### src/rtl/ifetch_unit_if.sv
// Fetch-stage bus bundle: memory request/response channel, fetch->decode
// channel, and the ROB/decoder feedback paths (flush, JALR target, BHT update).
interface ifetch_unit_if;
   logic        rdy;
   logic        clear;
   logic [31:0] clear_pc;
   logic        stall;

   logic        mem_req;
   logic [31:0] mem_addr;
   logic        mem_ok;
   logic [31:0] mem_data;

   logic        to_dec_ok;
   logic [31:0] to_dec_pc;
   logic [31:0] to_dec_ins;
   logic        to_dec_jp;

   logic        jalr_ok;
   logic [31:0] jalr_pc;

   logic        bp_upd;
   logic [31:0] bp_upd_pc;
   logic        bp_upd_taken;

   // fetch unit side
   modport master (
      input  rdy, clear, clear_pc, stall,
      output mem_req, mem_addr,
      input  mem_ok, mem_data,
      output to_dec_ok, to_dec_pc, to_dec_ins, to_dec_jp,
      input  jalr_ok, jalr_pc,
      input  bp_upd, bp_upd_pc, bp_upd_taken
   );

   // environment side (memory controller, decoder, ROB)
   modport slave (
      output rdy, clear, clear_pc, stall,
      input  mem_req, mem_addr,
      output mem_ok, mem_data,
      input  to_dec_ok, to_dec_pc, to_dec_ins, to_dec_jp,
      output jalr_ok, jalr_pc,
      output bp_upd, bp_upd_pc, bp_upd_taken
   );
endinterface

### src/rtl/ifetch_unit.sv
// Instruction fetch stage: fetches one word at a time, predecodes JAL and
// conditional branches against a 2-bit BHT, holds JALR until the decoder
// resolves its target, and redirects on a ROB flush.
//
// state    | meaning
// ---------+----------------------------------------------------------
// FETCH    | launch a memory request for pc next cycle
// WAIT_MEM | request outstanding, waiting for mem_ok
// ISSUE    | instruction presented to decoder, waiting to dispatch
// DROP     | flushed while a request was in flight; discard its data
module ifetch_unit #(
   parameter int          BHT_BITS = 8,
   parameter logic [31:0] RESET_PC = 32'h0
) (
   input  logic          clk,
   input  logic          rst,
   ifetch_unit_if.master bus
);

   localparam int          BHT_SIZE  = 1 << BHT_BITS;
   localparam logic [6:0]  OP_JAL    = 7'b1101111;
   localparam logic [6:0]  OP_JALR   = 7'b1100111;
   localparam logic [6:0]  OP_BRANCH = 7'b1100011;

   typedef enum logic [1:0] {FETCH, WAIT_MEM, ISSUE, DROP} state_t;

   state_t      state;
   logic [31:0] pc;
   logic [31:0] npc;
   logic [1:0]  bht [BHT_SIZE];

   logic [6:0]          opcode;
   logic [31:0]         j_imm;
   logic [31:0]         b_imm;
   logic [BHT_BITS-1:0] rd_idx;
   logic [BHT_BITS-1:0] upd_idx;
   logic                pred_jp;
   logic [31:0]         pred_npc;
   logic                issue_jalr;
   logic                unused_upd_pc_bits;

   assign rd_idx  = pc[BHT_BITS+1:2];
   assign upd_idx = bus.bp_upd_pc[BHT_BITS+1:2];
   // only the index bits of the update PC select an entry
   assign unused_upd_pc_bits = ^{bus.bp_upd_pc[31:BHT_BITS+2], bus.bp_upd_pc[1:0]};

   assign issue_jalr = (bus.to_dec_ins[6:0] == OP_JALR);

   // Predecode the returning word: prediction and next PC from immediate.
   always_comb begin
      opcode   = bus.mem_data[6:0];
      j_imm    = {{12{bus.mem_data[31]}}, bus.mem_data[19:12], bus.mem_data[20],
                  bus.mem_data[30:21], 1'b0};
      b_imm    = {{20{bus.mem_data[31]}}, bus.mem_data[7], bus.mem_data[30:25],
                  bus.mem_data[11:8], 1'b0};
      pred_jp  = 1'b0;
      pred_npc = pc + 32'd4;
      case (opcode)
         OP_JAL: begin
            pred_jp  = 1'b1;
            pred_npc = pc + j_imm;
         end
         OP_BRANCH: begin
            // read of the array before any same-cycle update lands
            pred_jp  = bht[rd_idx][1];
            pred_npc = bht[rd_idx][1] ? (pc + b_imm) : (pc + 32'd4);
         end
         default: begin
            pred_jp  = 1'b0;
            pred_npc = pc + 32'd4;
         end
      endcase
   end

   // Branch history table: saturating 2-bit counters trained by the ROB.
   always_ff @(posedge clk or posedge rst) begin
      if (rst) begin
         for (int i = 0; i < BHT_SIZE; i++) begin
            bht[i] <= 2'b01;
         end
      end else if (bus.rdy && bus.bp_upd) begin
         if (bus.bp_upd_taken) begin
            if (bht[upd_idx] != 2'b11) bht[upd_idx] <= bht[upd_idx] + 2'b01;
         end else begin
            if (bht[upd_idx] != 2'b00) bht[upd_idx] <= bht[upd_idx] - 2'b01;
         end
      end
   end

   // Fetch sequencer with registered memory and decoder outputs.
   always_ff @(posedge clk or posedge rst) begin
      if (rst) begin
         state          <= FETCH;
         pc             <= RESET_PC;
         npc            <= 32'h0;
         bus.mem_req    <= 1'b0;
         bus.mem_addr   <= 32'h0;
         bus.to_dec_ok  <= 1'b0;
         bus.to_dec_pc  <= 32'h0;
         bus.to_dec_ins <= 32'h0;
         bus.to_dec_jp  <= 1'b0;
      end else if (bus.rdy) begin
         if (bus.clear) begin
            bus.to_dec_ok <= 1'b0;
            bus.mem_req   <= 1'b0;
            pc            <= bus.clear_pc;
            // an in-flight request must still be absorbed before refetching
            if ((state == WAIT_MEM || state == DROP) && !bus.mem_ok) begin
               state <= DROP;
            end else begin
               state <= FETCH;
            end
         end else begin
            case (state)
               FETCH: begin
                  bus.mem_req  <= 1'b1;
                  bus.mem_addr <= pc;
                  state        <= WAIT_MEM;
               end
               WAIT_MEM: begin
                  if (bus.mem_ok) begin
                     bus.mem_req    <= 1'b0;
                     bus.to_dec_ins <= bus.mem_data;
                     bus.to_dec_pc  <= pc;
                     bus.to_dec_jp  <= pred_jp;
                     bus.to_dec_ok  <= 1'b1;
                     npc            <= pred_npc;
                     state          <= ISSUE;
                  end
               end
               ISSUE: begin
                  if (issue_jalr) begin
                     if (!bus.stall && bus.jalr_ok) begin
                        bus.to_dec_ok <= 1'b0;
                        pc            <= bus.jalr_pc;
                        state         <= FETCH;
                     end
                  end else if (!bus.stall) begin
                     bus.to_dec_ok <= 1'b0;
                     pc            <= npc;
                     state         <= FETCH;
                  end
               end
               DROP: begin
                  if (bus.mem_ok) begin
                     state <= FETCH;
                  end
               end
               default: begin
                  state <= FETCH;
               end
            endcase
         end
      end
   end

endmodule

### src/flat_wrapper.sv
// flat-port wrapper written by rule: the top's interface ports become plain ports
module ifetch_unit_flat 
#(
   parameter int          BHT_BITS = 8,
   parameter logic [31:0] RESET_PC = 32'h0
)
  (clk, rst, bus_rdy, bus_clear, bus_clear_pc, bus_stall, bus_mem_req, bus_mem_addr, bus_mem_ok, bus_mem_data, bus_to_dec_ok, bus_to_dec_pc, bus_to_dec_ins, bus_to_dec_jp, bus_jalr_ok, bus_jalr_pc, bus_bp_upd, bus_bp_upd_pc, bus_bp_upd_taken);
  ifetch_unit_if bus_i ();
  input  logic clk;
  input  logic rst;
  input wire logic [$bits(bus_i.rdy)-1:0] bus_rdy;
  input wire logic [$bits(bus_i.clear)-1:0] bus_clear;
  input wire logic [$bits(bus_i.clear_pc)-1:0] bus_clear_pc;
  input wire logic [$bits(bus_i.stall)-1:0] bus_stall;
  output wire logic [$bits(bus_i.mem_req)-1:0] bus_mem_req;
  output wire logic [$bits(bus_i.mem_addr)-1:0] bus_mem_addr;
  input wire logic [$bits(bus_i.mem_ok)-1:0] bus_mem_ok;
  input wire logic [$bits(bus_i.mem_data)-1:0] bus_mem_data;
  output wire logic [$bits(bus_i.to_dec_ok)-1:0] bus_to_dec_ok;
  output wire logic [$bits(bus_i.to_dec_pc)-1:0] bus_to_dec_pc;
  output wire logic [$bits(bus_i.to_dec_ins)-1:0] bus_to_dec_ins;
  output wire logic [$bits(bus_i.to_dec_jp)-1:0] bus_to_dec_jp;
  input wire logic [$bits(bus_i.jalr_ok)-1:0] bus_jalr_ok;
  input wire logic [$bits(bus_i.jalr_pc)-1:0] bus_jalr_pc;
  input wire logic [$bits(bus_i.bp_upd)-1:0] bus_bp_upd;
  input wire logic [$bits(bus_i.bp_upd_pc)-1:0] bus_bp_upd_pc;
  input wire logic [$bits(bus_i.bp_upd_taken)-1:0] bus_bp_upd_taken;
  assign bus_i.rdy = bus_rdy;
  assign bus_i.clear = bus_clear;
  assign bus_i.clear_pc = bus_clear_pc;
  assign bus_i.stall = bus_stall;
  assign bus_mem_req = bus_i.mem_req;
  assign bus_mem_addr = bus_i.mem_addr;
  assign bus_i.mem_ok = bus_mem_ok;
  assign bus_i.mem_data = bus_mem_data;
  assign bus_to_dec_ok = bus_i.to_dec_ok;
  assign bus_to_dec_pc = bus_i.to_dec_pc;
  assign bus_to_dec_ins = bus_i.to_dec_ins;
  assign bus_to_dec_jp = bus_i.to_dec_jp;
  assign bus_i.jalr_ok = bus_jalr_ok;
  assign bus_i.jalr_pc = bus_jalr_pc;
  assign bus_i.bp_upd = bus_bp_upd;
  assign bus_i.bp_upd_pc = bus_bp_upd_pc;
  assign bus_i.bp_upd_taken = bus_bp_upd_taken;
  ifetch_unit #(.BHT_BITS(BHT_BITS), .RESET_PC(RESET_PC)) u_core (.clk(clk), .rst(rst), .bus(bus_i));
endmodule
### config.mk
export PLATFORM = sky130hd
export DESIGN_NAME = ifetch_unit_flat
export DESIGN_NICKNAME = d
export VERILOG_FILES = /design/src/rtl/ifetch_unit_if.sv /design/src/rtl/ifetch_unit.sv /design/src/flat_wrapper.sv
export SDC_FILE = /design/constraint.sdc
export NUM_CORES = 2
export LEC_CHECK = 0
export BUFFER_PORTS_ARGS = -buffer_cell sky130_fd_sc_hd__buf_4
export CORE_AREA = 8 8 311 388
export CTS_CLUSTER_SIZE = 12
export DETAILED_ROUTE_END_ITERATION = 8
export DIE_AREA = 0 0 319 396
export PLACE_DENSITY = 0.55
export RECOVER_POWER = 100
export SLEW_MARGIN = 25
export SYNTH_ARGS = -nofsm -noshare
export SYNTH_HDL_FRONTEND = slang
export SYNTH_SLANG_ARGS = --single-unit
### constraint.sdc
create_clock -name clk -period 33.2 [get_ports clk]
set_input_delay 3.32 -clock clk [delete_from_list [all_inputs] [get_ports clk]]
set_output_delay 3.32 -clock clk [all_outputs]
set_load 0.01 [all_outputs]
-- Word-level counts from Yosys, hierarchy flattened
Cells that the tools add are included.
- reductions and logical operators: 20
- $add $sub $neg: 5
- bitwise operators: 3
- equality and inequality tests: 14
- muxes and demuxes: 38
- order comparisons: 3
- operator list (kind ; count):
    $mux W512 ; 3
    $bwmux W512 ; 2
    $mux W32 ; 6
    $add A32 B32 Y32 ; 2
    $pmux W32 S2 ; 1
    $add A32 B3 Y32 const B ; 1
    $bmux W2 S8 ; 2
    $mux W2 ; 12
    $eq A7 B7 Y1 const B ; 3
    $ge A9 B9 Y1 const B ; 2
    $not A8 Y9 ; 2
    $demux W2 S8 ; 1
    $reduce_and A5 Y1 ; 2
    $lt A9 B1 Y1 const B ; 1
    $ne A3 B3 Y1 const B ; 3
    $reduce_and A3 Y1 ; 3
    $pmux W2 S4 ; 1
    $reduce_and A4 Y1 ; 2
    $mux W1 ; 7
    $pmux W1 S2 ; 3
    $reduce_bool A2 Y1 ; 3
    $reduce_bool A3 Y1 ; 2
    $eq A2 B2 Y1 const B ; 2
    $logic_and A1 B1 Y1 ; 4
    12 further kinds ; 13
- input bits: 137
- register bits after elaboration: 677
- output and inout bits: 99

-- Longest topological paths before layout
- depth after elaboration: 8
- gate-level depth with buffers: 22
- mapped depth without buffers: 18

-- Worst setup path after synthesis
OpenSTA, ideal clock, no wires.
- path kind: input -> register
- start: in bus_bp_upd_pc[2]
- end: reg u_core.bht[449] in the netlist's numbering
- arrival: 7817 ps
- path slack: 25249 ps
- required time: 33066 ps
- stages on the path: 21
- buffers on the path: 7
- path through: buf_2 > buf_2 > buf_2 > buf_2 > buf_1 > mux4_2 > mux4_2 > a32oi_1 > nand3_1 > nor3_1 > inv_1 > ha_1 > mux2i_1 > nand3_1 > inv_1 > and3_1 > clkbuf_1 > nand3_1 > clkbuf_1 > o21ai_0 > o31ai_1
- cells in the longest elaborated chain, start to end: 8
- elaborated cells on any way between the ends: 21
- those cells by class: 2 x add/sub; 2 x order compare; 2 x eq/ne; 10 x mux; 1 x bitwise; 4 x reduce/logical
- ends and longest elaborated chain (item ; line ; source):
    start, declared ; flat_wrapper.sv:26 ; input wire logic [$bits(bus_i.bp_upd_pc)-1:0] bus_bp_upd_pc;
    $not A8 Y9 (not written as such) (*) ; ifetch_unit.sv:83, ifetch_unit.sv:85 ;
    $bmux W2 S8, or another cell as far along ; ifetch_unit.sv:83, ifetch_unit.sv:85 ;
    $mux W2 (not written as such) or $logic_and A1 B1 Y1 (tied branches) ; ifetch_unit.sv:83, ifetch_unit.sv:85 ;
    $mux W2 (not written as such) ; ifetch_unit.sv:83, ifetch_unit.sv:85 ;
    $sub A2 B1 Y2, or another cell as far along ; ifetch_unit.sv:85 ; if (bht[upd_idx] != 2'b00) bht[upd_idx] <= bht[upd_idx] - 2'b01;
    $bwmux W512 (on tied branches) ; ifetch_unit.sv:85, ifetch_unit.sv:83 ;
    $mux W512 (on tied branches) ; ifetch_unit.sv:85, ifetch_unit.sv:83 ;
    $mux W512 ; ifetch_unit.sv:82 ; if (bus.bp_upd_taken) begin
    end signal, assigned by index ; ifetch_unit.sv:79 ; bht[i] <= 2'b01;
    end, declared ; ifetch_unit.sv:30 ; logic [1:0] bht [BHT_SIZE];
Mark *: on every way between the ends. The rest lies on a longest branch, timed or not. The select of a mux whose other input is x is not followed.
A chain may end at the register's enable or synchronous reset.

-- Final worst setup path
- start: in bus_bp_upd_pc[2]
- end: reg u_core.bht[21] in the netlist's numbering
Same word-level chain as after synthesis.

==> results.toml <==
[outcome]
outcome = "finished, violations left"
violations = "max-capacitance violations, max-slew violations"

[logic_synthesis]
yosysUniqueCellTypes = 76
ys_seq_area_share_pct = 46.0
synthCells = 3394
yosys_most_used_dff = "dfrtp_1"
synth_top_area_cell = "dfrtp_1"
ys_seq_elements = 676
synth_fp_nets = 3579
yosysTopAreaCellShare_pct = 28.0
netlist_area_um2 = 37500
yosysWarnings = 0
synth_edf_count = 0
async_flop_share_pct = 100
synth_top_cells_by_area = "dfrtp_1, dfstp_2, mux4_2"
syn_avg_cell_area_um2 = 11.0

[timing]
layout_setup_ws_ns = 14.24
finClkSkew_ns = 0.0239
rsz0062_at_grt = "no"
fmax_mhz = 52.7
hold_viol = 0
setup_violations = 0
report.final.slew_viol_count = 2139
period_needed_ns = 18.96
finalCritPeriodShare_pct = 57.1
worst_pin_slew_ns = 7.13
maxSlewHeadroom_pct = -375
tns_ns = 0

[clock_network]
post_cts_buffers = 0
worstSkewPairLatency_ns = 0.67
cts_resized = 0
clockBufferDepth = 3
cts.sinks = 676
root_buffer = "clkbuf_16"
ctsHoldBuffers = 0
htree_levels = 3
numCtsBuffers = 73
path_clk_slew_ns = 0.06
cts_tree = "done"

[critical_path]
cp_common_cell = "clkbuf_1"
cp.buffers_inverters = 7
cp.arrival_ns = 19.35
required_ns = 33.59
crit_path_end_kind = "register"
slowest_stage = "clkbuf_1"
cp_cell_sequence = "clkbuf_1 > clkbuf_1 > clkbuf_1 > mux4_2 > mux4_2 > mux4_2 > o21ai_0 > o21ai_0 > or2_0 > clkinv_1 > ha_1 > xor2_4 > clkbuf_1 > clkbuf_1 > buf_12 > o31ai_1"
critPathTopFamily = "buffers and inverters"
max_stage_delay_ns = 2.67
path_max_fanout = 75
startpoint_type = "primary input"
path_class = "in -> reg"

[placed_design]
dp_slack_ns = 22.48
routabilityCongestion = 0.868
io_buffer_count = 211
hpwl_mm = 73.7

[cells_and_area]
areaGrowthSynthToFinish_pct = 11.9
layout_commonest_cell = "o21ai_0"
drive_above_1_share_pct = 25.6
final_nets = 3550
nFillCells = 11300
layout_common_cells = "o21ai_0, o31ai_1, dfrtp_1"

[pwr]
p_leak_uw = 0.0159
cellPowerDensity_nw_per_um2 = 59.7
irDropWorstVdd_uv = 37.1

[hold_path]
hold_class = "reg -> reg"

[drt]
routed_via_density = 5.81
dr.pass1.iters = 6
drt-total-wl_mm = 121
vias = 28500
route.detailed.drc = 0
drt-initial-drc-count = 2685
antenna_left = 0
wire_per_inst_um = 24.7

[floorplan]
fp-row-count = 139
boundaryPins = 236
design.core.area_um2 = 114000
dieArea_um2 = 126000
die_x_um = 319
initial_utilization_pct = 32.8
dieHeight_um = 396

[flow_run]
max_cap_violations = 37

[grt]
grt_max_degree = 178
globalRouteTotalUtil_pct = 18.6
grt-ovfl-total = 0
antenna_found_initial = 1
grt_pass1_vias = 28000
grt_pass1_wl_mm = 184
cell usage after synthesis (9+ instances only):
| master | instances |
|---|---|
| xnor2_1 | 40 |
| dfrtp_1 | 420 |
| nor2b_1 | 16 |
| nand2b_1 | 14 |
| nor2_1 | 115 |
| inv_1 | 28 |
| a21oi_1 | 102 |
| clkbuf_1 | 331 |
| a22oi_1 | 13 |
| a21o_1 | 21 |
| o21ai_0 | 582 |
| nand4_1 | 13 |
| dfstp_2 | 256 |
| buf_1 | 12 |
| nor3_1 | 21 |
| nand3_1 | 49 |
| buf_2 | 39 |
| ha_1 | 46 |
| or3_1 | 10 |
| xor2_1 | 23 |
| and3_1 | 16 |
| a221oi_1 | 9 |
| o211ai_1 | 10 |
| o31ai_1 | 513 |
| mux2_2 | 107 |
| a211oi_1 | 10 |
| nand2_1 | 133 |
| a31oi_1 | 23 |
| and2_1 | 11 |
| mux4_2 | 218 |
| o21a_1 | 12 |
| mux2i_1 | 80 |
per-layer routing:
metal  up-vias  wire length [µm]  global-route usage [%]
met5         -                13                       0
met4         2              4230                    6.70
met3       207              6200                    2.72
met2       867             60300                    32.3
met1     14400             50200                    23.6
li1      13000                 -                       -
worst reg2reg max path, cell delays in order, from the launching register on:
cell      delay (ns)
dfstp_2         0.52
mux4_2          0.24
mux4_2          0.31
mux4_2          0.31
o21ai_0         0.08
o21ai_0         2.13
or2_0           0.30
clkinv_1        0.09
ha_1            0.36
xor2_4          0.14
clkbuf_1        2.67
clkbuf_1        1.75
buf_12          0.35
o31ai_1         0.13
final timing paths:
path,slack [ns],cells past startpoint,to,from
hold reg to reg,0.49,2,register,register
hold / removal,0.49,2,register,register
setup / recovery,14.24,16,u_core.bht[21]$_DFFE_PP0P_,bus_bp_upd_pc[2]
max in group asynchronous,18.90,4,u_core.bht[269]$_DFFE_PP0P_,rst
setup reg to reg,23.54,13,u_core.bht[21]$_DFFE_PP0P_,register
min in group asynchronous,4.13,2,u_core.bus.to_dec_ins[10]$_DFFE_PP0P_,rst
per-stage QoR:
stage          std cells  total power [µW]  instance area [µm²]  hold WS [ns]  utilization (%)
2_1_floorplan       3394              1460                37500         0.455                -
3_3_place_gp        4766              1740                40100         0.466             35.1
3_5_place_dp        4766              1740                40200         0.485             35.1
4_1_cts             4896              2570                42500         0.493             37.1
5_1_grt             4900              2630                42000         0.505             36.7
6_report            4901              2500                42000         0.486             36.7
report_power, final:
group	total [µW]	internal, µW	switching [µW]
clock	816	460	356
sequential	1040	932	108
combinational	647	261	386
layout make-up:
cell class                      instances  area (µm²)  area share, %
Clock inverter                         20         170          0.406
Multi-Input combinational cell       2302       18800           44.7
Sequential cell                       676       17200           41.1
Inverter                               31         118          0.280
Tap cell                             1480        1850           4.41
Clock buffer                          110        2160           5.15
Antenna cell                            1        2.50        0.00596
Timing Repair Buffer                  281        1640           3.90
kinds of logic after synthesis:
family,after synthesis,share of synthesized area [%]
multiplexers,408,18.5
XOR/XNOR,63,1.47
buffers and inverters,416,4.33
AO/OA/AOI/OAI,1366,22.9
flip-flops,676,46.0
adder cells (fa/ha/maj),48,1.64
AND/OR/NAND/NOR,417,5.12
(Power assumes the default switching activity.)
